## config.mk

```make
export PLATFORM = sky130hd
export DESIGN_NAME = upg_loader_flat
export DESIGN_NICKNAME = d
export VERILOG_FILES = /design/src/rtl/upg_loader_if.sv /design/src/rtl/upg_loader.sv /design/src/flat_wrapper.sv
export SDC_FILE = /design/constraint.sdc
export NUM_CORES = 1
export LEC_CHECK = 0
export ABC_AREA = 1
export CORE_ASPECT_RATIO = 2
export CORE_MARGIN = 5
export CORE_UTILIZATION = 58
export CTS_BUF_LIST = sky130_fd_sc_hd__clkbuf_4
export CTS_CLUSTER_SIZE = 25
export DETAILED_ROUTE_END_ITERATION = 12
export GPL_TIMING_DRIVEN = 1
export PLACE_DENSITY_LB_ADDON = 0.12
export REMOVE_ABC_BUFFERS = 1
export SKIP_CTS_REPAIR_TIMING = 1
export SYNTH_ARGS = -nofsm -noshare
export SYNTH_HDL_FRONTEND = slang
export SYNTH_SLANG_ARGS = --single-unit
```

## constraint.sdc

```tcl
create_clock -name upg_clk -period 2.7 [get_ports upg_clk]
set_input_delay 0.27 -clock upg_clk [delete_from_list [all_inputs] [get_ports upg_clk]]
set_output_delay 0.27 -clock upg_clk [all_outputs]
set_load 0.01 [all_outputs]
```

## src/rtl/upg_loader_if.sv

```systemverilog
// Byte-stream input and memory upgrade write port of the boot loader.
// slave = loader side, master = UART/memory side.
interface upg_loader_if #(
  parameter int ADDR_W = 14
) ();
  logic              rx_valid;
  logic [7:0]        rx_data;
  logic              upg_wen;
  logic [ADDR_W-1:0] upg_adr;
  logic [31:0]       upg_dat;
  logic              upg_done;
  logic              upg_err;
  logic              upg_busy;

  modport slave (
    input  rx_valid, rx_data,
    output upg_wen, upg_adr, upg_dat, upg_done, upg_err, upg_busy
  );

  modport master (
    output rx_valid, rx_data,
    input  upg_wen, upg_adr, upg_dat, upg_done, upg_err, upg_busy
  );
endinterface

```

## src/rtl/upg_loader.sv

```systemverilog
// Boot loader: checks HEADER/LEN/data/CSUM frames and writes little-endian words.
// Optional UPG_TIMEOUT_EN adds an inter-byte timeout that aborts a stalled frame.
module upg_loader #(
  parameter logic [7:0] HEADER      = 8'h5A,
  parameter int         ADDR_W      = 14,
  parameter int         TIMEOUT_CYC = 1000000
) (
  input  logic         upg_clk,
  input  logic         upg_rst,
  upg_loader_if.slave  bus
);

  typedef enum logic [2:0] {
    IDLE = 3'd0,
    LEN0 = 3'd1,
    LEN1 = 3'd2,
    DATA = 3'd3,
    CSUM = 3'd4,
    DONE = 3'd5,
    ERR  = 3'd6
  } state_t;

  localparam logic [16:0] LEN_MAX = 17'd1 << ADDR_W;

  state_t            state_q, state_d;
  logic [15:0]       len_q, len_d;
  logic [ADDR_W:0]   word_cnt_q, word_cnt_d;
  logic [1:0]        lane_q, lane_d;
  logic [7:0]        csum_q, csum_d;
  logic [23:0]       shift_q, shift_d;
  logic              wen_q, wen_d;
  logic [ADDR_W-1:0] adr_q, adr_d;
  logic [31:0]       dat_q, dat_d;
  logic              done_q, done_d;
  logic              err_q, err_d;
  logic              busy_q, busy_d;
  logic [15:0]       len_full;
  logic              last_word;

`ifdef UPG_TIMEOUT_EN
  localparam int TW = $clog2(TIMEOUT_CYC + 1);
  logic [TW-1:0] tmo_q, tmo_d;
`endif

  assign len_full  = {bus.rx_data, len_q[7:0]};
  assign last_word = (32'(word_cnt_q) + 32'd1) == 32'(len_q);

  // Next-state, datapath and registered-output computation
  always_comb begin
    state_d    = state_q;
    len_d      = len_q;
    word_cnt_d = word_cnt_q;
    lane_d     = lane_q;
    csum_d     = csum_q;
    shift_d    = shift_q;
    wen_d      = 1'b0;
    adr_d      = adr_q;
    dat_d      = dat_q;
`ifdef UPG_TIMEOUT_EN
    tmo_d      = tmo_q;
`endif
    if (bus.rx_valid) begin
      case (state_q)
        IDLE: begin
          if (bus.rx_data == HEADER) state_d = LEN0;
          else                       state_d = IDLE;
        end
        LEN0: begin
          len_d[7:0] = bus.rx_data;
          state_d    = LEN1;
        end
        LEN1: begin
          len_d      = len_full;
          word_cnt_d = '0;
          lane_d     = 2'd0;
          csum_d     = 8'd0;
          if ({1'b0, len_full} > LEN_MAX) state_d = ERR;
          else if (len_full == 16'd0)     state_d = CSUM;
          else                            state_d = DATA;
        end
        DATA: begin
          csum_d = csum_q ^ bus.rx_data;
          lane_d = lane_q + 2'd1;
          case (lane_q)
            2'd0: shift_d[7:0]   = bus.rx_data;
            2'd1: shift_d[15:8]  = bus.rx_data;
            2'd2: shift_d[23:16] = bus.rx_data;
            2'd3: begin
              // Fourth byte completes the word; it goes straight to the write port.
              wen_d      = 1'b1;
              adr_d      = word_cnt_q[ADDR_W-1:0];
              dat_d      = {bus.rx_data, shift_q};
              word_cnt_d = word_cnt_q + (ADDR_W+1)'(1);
              if (last_word) state_d = CSUM;
              else           state_d = DATA;
            end
            default: lane_d = 2'd0;
          endcase
        end
        CSUM: begin
          if (bus.rx_data == csum_q) state_d = DONE;
          else                       state_d = ERR;
        end
        DONE, ERR: begin
          if (bus.rx_data == HEADER) state_d = LEN0;
          else                       state_d = state_q;
        end
        default: state_d = IDLE;
      endcase
`ifdef UPG_TIMEOUT_EN
      tmo_d = '0;
`endif
    end else begin
`ifdef UPG_TIMEOUT_EN
      if (busy_q) begin
        if (tmo_q == TW'(TIMEOUT_CYC - 1)) state_d = ERR;
        else                               state_d = state_q;
        tmo_d = tmo_q + TW'(1);
      end else begin
        tmo_d = '0;
      end
`else
      state_d = state_q;
`endif
    end
    busy_d = (state_d == LEN0) || (state_d == LEN1) ||
             (state_d == DATA) || (state_d == CSUM);
    done_d = (state_d == DONE);
    err_d  = (state_d == ERR);
  end

  // State and output registers with synchronous reset
  always_ff @(posedge upg_clk) begin
    if (upg_rst) begin
      state_q    <= IDLE;
      len_q      <= 16'd0;
      word_cnt_q <= '0;
      lane_q     <= 2'd0;
      csum_q     <= 8'd0;
      shift_q    <= 24'd0;
      wen_q      <= 1'b0;
      adr_q      <= '0;
      dat_q      <= 32'd0;
      done_q     <= 1'b0;
      err_q      <= 1'b0;
      busy_q     <= 1'b0;
`ifdef UPG_TIMEOUT_EN
      tmo_q      <= '0;
`endif
    end else begin
      state_q    <= state_d;
      len_q      <= len_d;
      word_cnt_q <= word_cnt_d;
      lane_q     <= lane_d;
      csum_q     <= csum_d;
      shift_q    <= shift_d;
      wen_q      <= wen_d;
      adr_q      <= adr_d;
      dat_q      <= dat_d;
      done_q     <= done_d;
      err_q      <= err_d;
      busy_q     <= busy_d;
`ifdef UPG_TIMEOUT_EN
      tmo_q      <= tmo_d;
`endif
    end
  end

  assign bus.upg_wen  = wen_q;
  assign bus.upg_adr  = adr_q;
  assign bus.upg_dat  = dat_q;
  assign bus.upg_done = done_q;
  assign bus.upg_err  = err_q;
  assign bus.upg_busy = busy_q;

endmodule

```

## src/flat_wrapper.sv

```systemverilog
// flat-port wrapper written by rule: the top's interface ports become plain ports
module upg_loader_flat 
#(
  parameter logic [7:0] HEADER      = 8'h5A,
  parameter int         ADDR_W      = 14,
  parameter int         TIMEOUT_CYC = 1000000
)
  (upg_clk, upg_rst, bus_rx_valid, bus_rx_data, bus_upg_wen, bus_upg_adr, bus_upg_dat, bus_upg_done, bus_upg_err, bus_upg_busy);
  upg_loader_if #(.ADDR_W(ADDR_W)) bus_i ();
  input  logic upg_clk;
  input  logic upg_rst;
  input wire logic [$bits(bus_i.rx_valid)-1:0] bus_rx_valid;
  input wire logic [$bits(bus_i.rx_data)-1:0] bus_rx_data;
  output wire logic [$bits(bus_i.upg_wen)-1:0] bus_upg_wen;
  output wire logic [$bits(bus_i.upg_adr)-1:0] bus_upg_adr;
  output wire logic [$bits(bus_i.upg_dat)-1:0] bus_upg_dat;
  output wire logic [$bits(bus_i.upg_done)-1:0] bus_upg_done;
  output wire logic [$bits(bus_i.upg_err)-1:0] bus_upg_err;
  output wire logic [$bits(bus_i.upg_busy)-1:0] bus_upg_busy;
  assign bus_i.rx_valid = bus_rx_valid;
  assign bus_i.rx_data = bus_rx_data;
  assign bus_upg_wen = bus_i.upg_wen;
  assign bus_upg_adr = bus_i.upg_adr;
  assign bus_upg_dat = bus_i.upg_dat;
  assign bus_upg_done = bus_i.upg_done;
  assign bus_upg_err = bus_i.upg_err;
  assign bus_upg_busy = bus_i.upg_busy;
  upg_loader #(.HEADER(HEADER), .ADDR_W(ADDR_W), .TIMEOUT_CYC(TIMEOUT_CYC)) u_core (.upg_clk(upg_clk), .upg_rst(upg_rst), .bus(bus_i));
endmodule
```

[Word level (Yosys, flattened, before mapping)]
Index checks and enable logic that the tools add are counted.
Word-level totals
  latch bits: 0
  flip-flop bits (word level): 118
  bits in read-only memories: 0
  memories: 0
  bits of input ports: 11
  word-level logic and storage cells: 72
  memory bits (writable): 0
Cells by class
  equality and inequality tests: 19
  shifts and indexed selects: 0
  magnitude comparators: 1
  multipliers: 0
  divide/modulo/power cells: 0
  reduce and logical (&&, ||, !) cells: 17
  muxes and demuxes: 14
  add/sub/neg operators: 3
  bitwise gates (word level): 3
Operators with widths (number)
  == test 32 x 16 -> 1 bit: 1
  case mux 15 bit (2 select lines): 1
  == test 3 bit (second input constant): 6
  two-way mux 3 bit: 6
  case mux 3 bit (6 select lines): 1
  adder 15 x 1 -> 16 bit (second input constant): 1
  > comparator 16 x 15 -> 1 bit (second input constant): 1
  zero test 16 bit: 1
  case mux 8 bit (2 select lines): 1
  adder 15 x 1 -> 15 bit (second input constant): 1
  two-way mux 15 bit: 1
  AND reduction 3 bit: 5
  == test 3 x 2 -> 1 bit (second input constant): 4
  == test 8 x 7 -> 1 bit (second input constant): 1
  == test 8 bit: 1
  XOR 8 bit: 1
  == test 3 x 1 -> 1 bit (second input constant): 2
  AND reduction 2 bit: 3
  == test 2 bit (second input constant): 2
  case mux 2 bit (2 select lines): 1
  zero test 3 bit: 1
  logical OR 1 bit: 3
  OR reduction 3 bit: 1
  adder 2 x 1 -> 2 bit (second input constant): 1
  other kinds (8): 10

[Longest topological paths before layout]
Gate-level depths: netlist of run 1.
  depth after elaboration: 10
  gate-level depth with buffers: 18
  depth with buffers taken out: 18

[Worst setup path after synthesis of run 1]
No wires, ideal clock.
  path type: register to register
  start point: register u_core.word_cnt_q[0]
  end point: register u_core.busy_q (netlist: u_core.bus.upg_busy)
  library setup time: 0.115 ns
  data required time: 2.585 ns
  path buffers: 0
  cell stages (with the launch flop): 19
  slack: 0.705 ns
  arrival: 1.880 ns
  path through: dfxtp_1 > ha_1 > nand2_2 > nor2_4 > nand2_1 > nand2_1 > nand2_1 > nand2_1 > nand2_1 > nor2_1 > nand2_1 > nor2_1 > nand3_1 > nand2_1 > nand2_1 > a21oi_4 > nand3_1 > nand2_1 > nor2_1
On the way
  word-level cells in the longest chain between the ends: 10
  elaborated cells between the ends (all ways): 13
  those cells by class: 1 x add/sub; 5 x eq/ne; 4 x mux; 3 x reduce/logical
RTL lines
  start: declaration: RTL line upg_loader.sv:27  | logic [ADDR_W:0] word_cnt_q, word_cnt_d;
  start signal: assignment: RTL line upg_loader.sv:153  | word_cnt_q <= word_cnt_d;
  adder 15 x 1 -> 16 bit (*): RTL line upg_loader.sv:46  | assign last_word = (32'(word_cnt_q) + 32'd1) == 32'(len_q);
  == test 32 x 16 -> 1 bit (*): RTL line upg_loader.sv:46
  two-way mux 3 bit (*): RTL line upg_loader.sv:94  | if (last_word) state_d = CSUM;
  two-way mux 3 bit (*): RTL line upg_loader.sv:84  | case (lane_q)
  case mux 3 bit (6 select lines) (*): RTL line upg_loader.sv:63  | case (state_q)
  two-way mux 3 bit (*): RTL line upg_loader.sv:62  | if (bus.rx_valid) begin
  == test 3 x 1 -> 1 bit or == test 3 x 2 -> 1 bit (tied branches): RTL line upg_loader.sv:126  | busy_d = (state_d == LEN0) || (state_d == LEN1) ||
  logical OR 1 bit (2 in a row): RTL line upg_loader.sv:126
  logical OR 1 bit (*): RTL line upg_loader.sv:127  | (state_d == DATA) || (state_d == CSUM);
  end signal: assignment: RTL line upg_loader.sv:162  | busy_q <= busy_d;
  end: declaration: RTL line upg_loader.sv:36  | logic busy_q, busy_d;
Mark *: on every way between the ends. The rest lies on a longest branch, timed or not.
A chain may end at the register's enable or synchronous reset.

[Worst setup path after layout of run 1]
  start point: register u_core.word_cnt_q[1]
  end point: register u_core.err_q (netlist: u_core.bus.upg_err)
On the way
  word-level cells in the longest chain between the ends: 7
RTL lines
  adder 15 x 1 -> 16 bit: RTL line upg_loader.sv:46
  == test 32 x 16 -> 1 bit: RTL line upg_loader.sv:46
  two-way mux 3 bit: RTL line upg_loader.sv:94
  two-way mux 3 bit: RTL line upg_loader.sv:84
  case mux 3 bit (6 select lines): RTL line upg_loader.sv:63
  two-way mux 3 bit: RTL line upg_loader.sv:62
  == test 3 bit: RTL line upg_loader.sv:129  | err_d = (state_d == ERR);
  end signal: assignment: RTL line upg_loader.sv:161  | err_q <= err_d;
  end: declaration: RTL line upg_loader.sv:35  | logic err_q, err_d;
No other way between the ends.

==> impl_metrics.csv, run 1 <==
group,metric,value,unit
sta,tightest_slew,502.5,ps
global_routing,grtUsageMet1,26.39,%
setup_path,crit_path_end_kind,"flip-flop",
die,coreArea,8648,sq um
logic_synthesis,synthMuxAreaShare,0,%
worst_hold_path,hold_path_depth,2,
cts,clockBufferDepth,2,
route,drtIter0Drc,310,
layout,area_delta_synth_final,20.02,%
layout,final_common_cell,"nand2_1",
logic_synthesis,syn_avg_cell_area,7.065,sq um
setup_path,crit_arrival,2960,ps
logic_synthesis,synth_top_family_by_area,"simple AND/OR/NAND/NOR gates",
route,routed-via-count,5026,
global_routing,grt_util_met3,5.240,%
cts,clk_pin_slew,110,ps
route,vias_per_cell,5.560,
layout,final_cell_mix,"nand2_1, dfxtp_1, nor2_1, o21ai_0, a21oi_1",
sta,drv_slew,0,
cts,insertion_delay,530,ps
global_routing,grt_start_max_net_pins,89,
logic_synthesis,yosysSeqAreaShare,45.99,%
sta,skew,16.67,ps
route,ant_nets,0,
logic_synthesis,async_flop_share,0,%
route,wl_per_cell,15.55,um
place,dp_hpwl,9.997,mm
logic_synthesis,synth_area,5136,sq um
route,drtPass1Iterations,8,
sta,hold_ws,484.4,ps
logic_synthesis,ys.flop_type,"dfxtp_1",
logic_synthesis,synth-simple-area-share,25.24,%
logic_synthesis,synth_seq_cells,118,
route,drc_errors,0,
die,start_util,59.39,%
worst_hold_path,hold_end,"u_core.csum_q[2]",
sta,max_freq,399.3,MHz
layout,final_util,71.28,%
sta,final-hold-violation-count,0,
setup_path,worst_path_max_delay_cell,"dfxtp_1",
logic_synthesis,ys_types,27,
sta,setup_viol,0,
pwr,p_leak,2.584,nW
logic_synthesis,synthAdderAreaFrac,1.218,%
cts,numCtsBuffers,17,
die,die_h,143.1,um
global_routing,grt_pass1_vias,5025,
setup_path,cp_cell_sequence,"ha_1 -> nand2_2 -> nor2_4 -> nand2_1 -> nand3_1 -> and2_1 -> nand4_1 -> nor2_1 -> nand3_1 -> nand2_1 -> a21oi_1 -> or2_1 -> nor3_2",
cts,cts_tree,"done",
setup_path,r2r_start,"u_core.word_cnt_q[1]",
layout,drive_above_1_share,6.974,%
logic_synthesis,syn_inst,727,
setup_path,rrSetupSlack,200,ps
place,dpl_cell_area,5881,sq um
worst_hold_path,holdCritPathClass,"reg2reg",
global_routing,grt_util_met2,48.28,%
global_routing,antenna_found_initial,1,
flow_run,drv_cap,0,
cts,htreeDepth,4,
setup_path,crit_fanout,8,
setup_path,r2r-end,"u_core.bus.upg_err",
sta,period_share,92.77,%
pwr,p_per_area,501.3,nW/um^2
die,die_area,10950,sq um
sta,min_period,2505,ps
setup_path,max_stage_delay,420,ps
cts,clock-root-buffer,"clkbuf_4",
die,io_pins,61,
status,outcome,"finished, final reports clean",
global_routing,grt_pass1_wl,23.23,mm
setup_path,crit_type,"reg2reg",
layout,postLayoutCellArea,6165,sq um
setup_path,ff2ff_path_depth,13,
die,dieWidth,76.54,um
place,gp_congestion,0.8728,
route,wl,14.05,mm
global_routing,grt_overflow,0,
layout,nets,806,
sta,tns,0,ps
logic_synthesis,ys_warn_count,0,
sta,rsz0062_at_grt,"false",
die,rows,48,
logic_synthesis,synth_compound_area_share,18.73,%
logic_synthesis,synth-xor-area-share,1.364,%
pwr,ir_drop,0.4165,mV
place,portBuffers,60,
worst_hold_path,holdCritStartpoint,"u_core.csum_q[2]",
global_routing,grt.busiest_layer,"met2",
setup_path,start_kind,"flip-flop",
global_routing,track_usage,26.44,%
setup_path,worst_ep_required_time,3150,ps
cts,cts_num_sinks,118,
logic_synthesis,synth-edff-count,0,
sta,slew_headroom,66.45,%
area by class of cell:
| cell class | instances | area, sq um |
|---|---|---|
| Sequential cell | 118 | 2362 |
| Antenna cell | 1 | 2.502 |
| Fill cell | 766 | 2484 |
| Clock buffer | 17 | 127.6 |
| Timing Repair Buffer | 74 | 730.7 |
| Inverter | 71 | 266.5 |
| Tap cell | 100 | 125.1 |
| Clock inverter | 15 | 153.9 |
| Multi-Input combinational cell | 508 | 2396 |
registers in the layout (all words and copies together), names as in the netlist:
register / flops
u_core.state_q: 3
u_core.bus.upg_dat: 32
u_core.bus.upg_adr: 14
u_core.bus.upg_wen: 1
u_core.len_q: 16
u_core.shift_q: 24
u_core.lane_q: 2
u_core.bus.upg_err: 1
u_core.bus.upg_busy: 1
u_core.bus.upg_done: 1
u_core.csum_q: 8
u_core.word_cnt_q: 15
cells by family (layout without fill, tap and decap cells):
logic type      Yosys count  in the layout
buf+inv                 101            177
xor+xnor                  8              8
other cells               0              1
fa+ha+maj                 5              5
simple gates            308            308
compound gates          187            187
flops                   118            118
worst max-delay path by stage:
stage | cells after the start | slack (ps) | to | startpoint
final | 13 | 200 | u_core.bus.upg_err | u_core.word_cnt_q[1]
after global placement | 13 | 220 | u_core.bus.upg_busy | bus_rx_data[3]
after global routing | 16 | 20 | u_core.bus.upg_done | u_core.word_cnt_q[1]
after detailed placement | 13 | 190 | u_core.bus.upg_busy | bus_rx_data[3]
after CTS | 13 | 250 | u_core.bus.upg_err | u_core.word_cnt_q[1]
after floorplan | 10 | -690 | u_core.word_cnt_q[0] | u_core.state_q[1]
synthesized netlist by cell type, types with 2 or more instances:
cell | instances | area, sq um
nand4_1 | 13 | 81.33
xor2_1 | 8 | 70.07
inv_1 | 68 | 255.2
buf_1 | 3 | 11.26
o21ai_1 | 2 | 10.01
a21oi_1 | 91 | 455.4
nor2_4 | 2 | 22.52
nor3_1 | 5 | 25.02
a21oi_4 | 2 | 32.53
dfxtp_1 | 118 | 2362
nor2_1 | 92 | 345.3
nor4_1 | 2 | 12.51
o21ai_0 | 91 | 455.4
nand2_1 | 142 | 533.0
nand3_1 | 43 | 215.2
ha_1 | 5 | 62.56
inv_2 | 2 | 7.510
buf_2 | 3 | 15.01
clkbuf_1 | 24 | 90.09
nor2_2 | 4 | 25.02
stage by stage:
step	cells	power [mW]	setup WS, ps
finish	904	3.090	195.3
global route	904	3.201	24.91
CTS	903	3.123	250.4
detailed placement	871	1.872	187.9
global placement	871	1.872	219.9
floorplan	697	1.813	-690.9
per-layer routing:
layer | up-vias | part of all wire [%] | routed length, um
met2 | 154 | 54 | 7550
li1 | 2515 | - | -
met5 | - | 0 | 0
met1 | 2309 | 37 | 5175
met4 | 0 | 4.9 | 693
met3 | 48 | 4.5 | 634
where the power goes:
part / internal [mW] / total (mW) / switching, mW
Clock: 0.550 / 1.26 / 0.706
Combinational: 0.0312 / 0.0939 / 0.0627
Sequential: 1.74 / 1.74 / 0.000326
worst max-delay path: cells and delay by family, from the launching register on:
| family | cells | cell delay, ps |
|---|---|---|
| fa+ha+maj | 1 | 230 |
| compound gates | 1 | 90 |
| simple gates | 11 | 1680 |
| flops | 1 | 420 |
No activity file was read; power rests on OpenSTA's default activity.
==> run 2: changes to the inputs <==
Settings changed: CORE_UTILIZATION 58 to 64, DONT_BUFFER_PORTS set to 1.
==> impl_metrics.csv, run 2 (same netlist as run 1, synthesis figures left out) <==
group,metric,value,unit
status,outcome,"finished, final reports clean",
sta,skew,9.634,ps
setup_path,crit_path_end_kind,"flip-flop",
sta,hold_ws,47.99,ps
layout,nets,751,
die,start_util,65.14,%
sta,rsz0062_at_grt,"false",
cts,cts_tree,"done",
layout,final_cell_mix,"nand2_1, dfxtp_1, nor2_1, o21ai_0, a21oi_1",
setup_path,max_stage_delay,420,ps
layout,final_util,71.76,%
setup_path,crit_type,"reg2reg",
sta,timing.final.ws_setup,276.0,ps
route,drc_errors,0,
setup_path,cp_cell_sequence,"ha_1 -> nand2_2 -> nor2_4 -> nand3_1 -> nand2_1 -> nand2_1 -> nand2_1 -> nand2_1 -> inv_1 -> nand2_1 -> nor2_1 -> nand3_1 -> nand2_1 -> nand2_1 -> a21oi_4 -> nand3_1 -> nand2_1 -> nor2_1",
sta,min_period,2424,ps
layout,diodes,0,
layout,area_delta_synth_final,10.16,%
die,dieWidth,73.35,um
sta,setup_viol,0,
global_routing,antenna_found_initial,0,
route,routed-via-count,4844,
route,vias_per_cell,5.753,
die,rows,46,
global_routing,grt_pass1_vias,4609,
flow_run,drv_cap,0,
sta,drv_slew,0,
route,wl,13.64,mm
route,drtPass1Iterations,5,
cts,htreeDepth,4,
global_routing,track_usage,28.29,%
setup_path,crit_buf_inv,1,
sta,tns,0,ps
setup_path,worst_path_max_delay_cell,"dfxtp_1",
layout,final_common_cell,"nand2_1",
setup_path,start_kind,"flip-flop",
die,die_area,10030,sq um
setup_path,path_delay_family,"simple AND/OR/NAND/NOR gates",
place,place_ws,299.4,ps
setup_path,crit_path_frequent_cell,"nand2_1",
cts,clock-root-buffer,"clkbuf_4",
sta,tightest_slew,797.1,ps
cts,clockBufferDepth,2,
place,portBuffers,0,
global_routing,grt_start_max_net_pins,43,
cts,cts_num_sinks,118,
layout,drive_above_1_share,6.568,%
cts,numCtsBuffers,17,
sta,slew_headroom,46.66,%
setup_path,crit_arrival,2840,ps
pwr,ir_drop,0.5584,mV
pwr,p_leak,2.433,nW
global_routing,grt_overflow,0,
sta,period_share,89.78,%
cts,insertion_delay,520,ps
route,drtIter0Drc,337,
cts,clk_pin_slew,100,ps
layout,fill_cells,675,
place,gp_congestion,0.9292,
die,io_pins,61,
pwr,p_per_area,577.7,nW/um^2
route,wl_per_cell,16.20,um
layout,largest_reg_flops,32,
sta,final-hold-violation-count,0,
die,die_h,136.7,um
route,ant_nets,0,
place,dp_hpwl,9.485,mm
setup_path,worst_ep_required_time,3110,ps
pwr,report.power.total,3.269,mW
global_routing,grt_pass1_wl,21.68,mm
sta,max_freq,412.5,MHz
setup_path,crit_fanout,8,
die,coreArea,7885,sq um
worst_hold_path,holdCritPathClass,"in2reg",
run 2: cell count changes in the layout (fill, tap and decap cells not counted):
cell / delta
clkinvlp_4: -5
bufinv_16: +3
clkinv_4: -1
inv_6: -3
dlygate4sd3_1: +10
inv_2: +1
buf_4: -5
clkinv_2: +2
clkdlybuf4s50_1: -60
clkbuf_4: +1
diode_2: -1
run 2: path summary, 6_finish.rpt:
path | start | endpoint | slack [ps] | cells past startpoint
max reg2reg | u_core.word_cnt_q[0] | u_core.bus.upg_busy | 280 | 18
min | bus_rx_valid | u_core.state_q[0] | 50 | 3
min reg2reg | u_core.csum_q[3] | u_core.csum_q[3] | 490 | 2
max | u_core.word_cnt_q[0] | u_core.bus.upg_busy | 280 | 18
run 2: tightest hold or removal path: stages:
cell and delay, ps:
nor2_1 40, a21oi_4 160, nor2_1 60
run 2: per-layer routing:
layer  GRT usage, %  routed length (um)
met1          28.48                5012
met2          51.65                7400
met3          8.015                 778
met4          13.61                 445
met5              0                   0
run 2: layout make-up:
class / count / area [sq um] / share of cell area [%]
flip-flops and latches: 118 / 2362 / 41.75
clock inverters: 12 / 185.2 / 3.273
clock buffers: 18 / 135.1 / 2.388
multi-input cells: 508 / 2396 / 42.35
inverters: 71 / 266.5 / 4.710
well taps: 96 / 120.1 / 2.123
repair buffers: 19 / 192.7 / 3.406
run 2: power breakdown:
group	switching [mW]	total, mW	internal, mW	leakage (nW)
clock network	0.630	1.45	0.816	0.174
registers	0.000342	1.74	1.74	0.950
logic	0.0584	0.0828	0.0244	1.31
total	0.689	3.27	2.58	2.43
run 2: through the flow:
step                area (sq um)  std cells
floorplan                   5020        697
global placement            5218        801
detailed placement          5218        801
CTS                         5538        831
global route                5658        842
finish                      5658        842
==> run 3: changes to the inputs <==
Settings changed: GPL_TIMING_DRIVEN 1 to 0.
==> impl_metrics.csv, run 3 (same netlist as run 1, synthesis figures left out) <==
group,metric,value,unit
status,outcome,"finished, final reports clean",
die,rows,46,
pwr,p_per_area,558.9,nW/um^2
die,dieWidth,73.35,um
setup_path,crit_path_end_kind,"flip-flop",
die,io_pins,61,
route,vias_per_cell,5.646,
sta,slew_headroom,24.63,%
sta,min_period,2445,ps
die,die_h,136.7,um
global_routing,grt_util_met3,8.382,%
layout,largest_reg_flops,32,
route,ant_nets,0,
sta,hold_ws,23.39,ps
cts,clk_pin_slew,120,ps
pwr,ir_drop,0.4906,mV
route,wl_per_cell,15.45,um
layout,postLayoutCellArea,5654,sq um
sta,drv_slew,0,
setup_path,crit_fanout,6,
layout,final_cell_mix,"nand2_1, dfxtp_1, nor2_1, o21ai_0, a21oi_1",
route,drtPass1Iterations,5,
pwr,report.power.total,3.160,mW
layout,nets,750,
sta,max_freq,408.9,MHz
place,dpl_cell_area,5185,sq um
setup_path,worst_ep_required_time,3140,ps
layout,final_common_cell,"nand2_1",
sta,period_share,90.57,%
worst_hold_path,holdCritPathClass,"in2reg",
sta,skew,27.93,ps
sta,tightest_slew,1126,ps
layout,fill_cells,644,
cts,clock-root-buffer,"clkbuf_4",
layout,drive_above_1_share,7.497,%
layout,area_delta_synth_final,10.09,%
setup_path,crit_type,"reg2reg",
sta,final-hold-violation-count,0,
global_routing,track_usage,26.77,%
route,wl,13.04,mm
pwr,p_leak,2.405,nW
die,die_area,10030,sq um
global_routing,grt_util_met2,46.26,%
global_routing,grt_pass1_vias,4549,
cts,cts_num_sinks,118,
cts,insertion_delay,550,ps
setup_path,start_kind,"flip-flop",
global_routing,grt.busiest_layer,"met2",
cts,clockBufferDepth,2,
sta,setup_viol,0,
route,routed-via-count,4765,
cts,numCtsBuffers,17,
die,coreArea,7885,sq um
global_routing,grt_overflow,0,
die,start_util,65.14,%
global_routing,antenna_found_initial,1,
route,drtIter0Drc,340,
route,drc_errors,0,
setup_path,crit_arrival,2890,ps
cts,htreeDepth,4,
place,portBuffers,0,
global_routing,grt_pass1_wl,20.55,mm
global_routing,grtUsageMet1,26.86,%
cts,cts_tree,"done",
place,gp_congestion,0.9221,
global_routing,grt_start_max_net_pins,55,
flow_run,drv_cap,0,
sta,rsz0062_at_grt,"false",
place,dp_hpwl,8.687,mm
## run 3: cell count changes in the layout (fill, tap and decap cells not counted), sizes merged
cell,previous run,this run
clkinvlp,0,4
diode,0,1
bufinv,5,2
nor2,98,99
inv,70,78
clkbuf,18,17
buf,9,7
clkinv,8,2
## run 3: worst paths after layout
check	end	slack [ps]	from	depth (start not counted)
hold reg to reg	u_core.bus.upg_dat[15]	480	u_core.shift_q[15]	2
hold / removal	u_core.state_q[0]	20	bus_rx_valid	3
setup / recovery	u_core.bus.upg_busy	250	u_core.word_cnt_q[0]	16
setup reg to reg	u_core.bus.upg_busy	250	u_core.word_cnt_q[0]	16
## run 3: per-layer routing
layer  share of wire, %  wire (um)
met1                 37       4885
met2                 52       6843
met3                5.4        701
met4                4.7        609
met5                  0          0
## run 3: power by group
group / total [mW] / switching [mW] / internal, mW
registers: 1.74 / 0.000340 / 1.74
logic: 0.0814 / 0.0560 / 0.0254
clock network: 1.34 / 0.766 / 0.572
total: 3.16 / 0.822 / 2.34
## run 3: critical path, cell delays in order, from the launching register on
cell and delay, ps:
dfxtp_2 400, ha_1 210, nand3_1 210, nor2_4 210, nand4_1 100, nand3_1 200
nand2_1 70, inv_1 50, nand2_1 40, nor2_1 150, nand3_1 120, nand2_1 100
nand2_1 90, a21oi_4 180, nand3_1 90, nand2_1 70, nor2_1 40
## run 3: layout make-up
| type | count | area (sq um) | area share [%] |
|---|---|---|---|
| timing repair buffer | 17 | 190.2 | 3.364 |
| multi-input combinational | 509 | 2415 | 42.71 |
| antenna | 1 | 2.502 | 0.04426 |
| clock buffer | 17 | 127.6 | 2.257 |
| sequential | 118 | 2365 | 41.82 |
| tap | 96 | 120.1 | 2.124 |
| clock inverter | 15 | 167.7 | 2.965 |
| inverter | 71 | 266.5 | 4.713 |
## run 3: through the flow
stage	cells	setup WS (ps)	TNS [ps]	util, %
after detailed placement	795	-318.6	-10930	65.76
after global placement	793	-2155	-111220	65.19
after CTS	827	-335.5	-10920	69.50
after floorplan	697	-690.9	-29590	-
final	844	254.6	0	71.71
after global routing	844	14.90	0	71.71
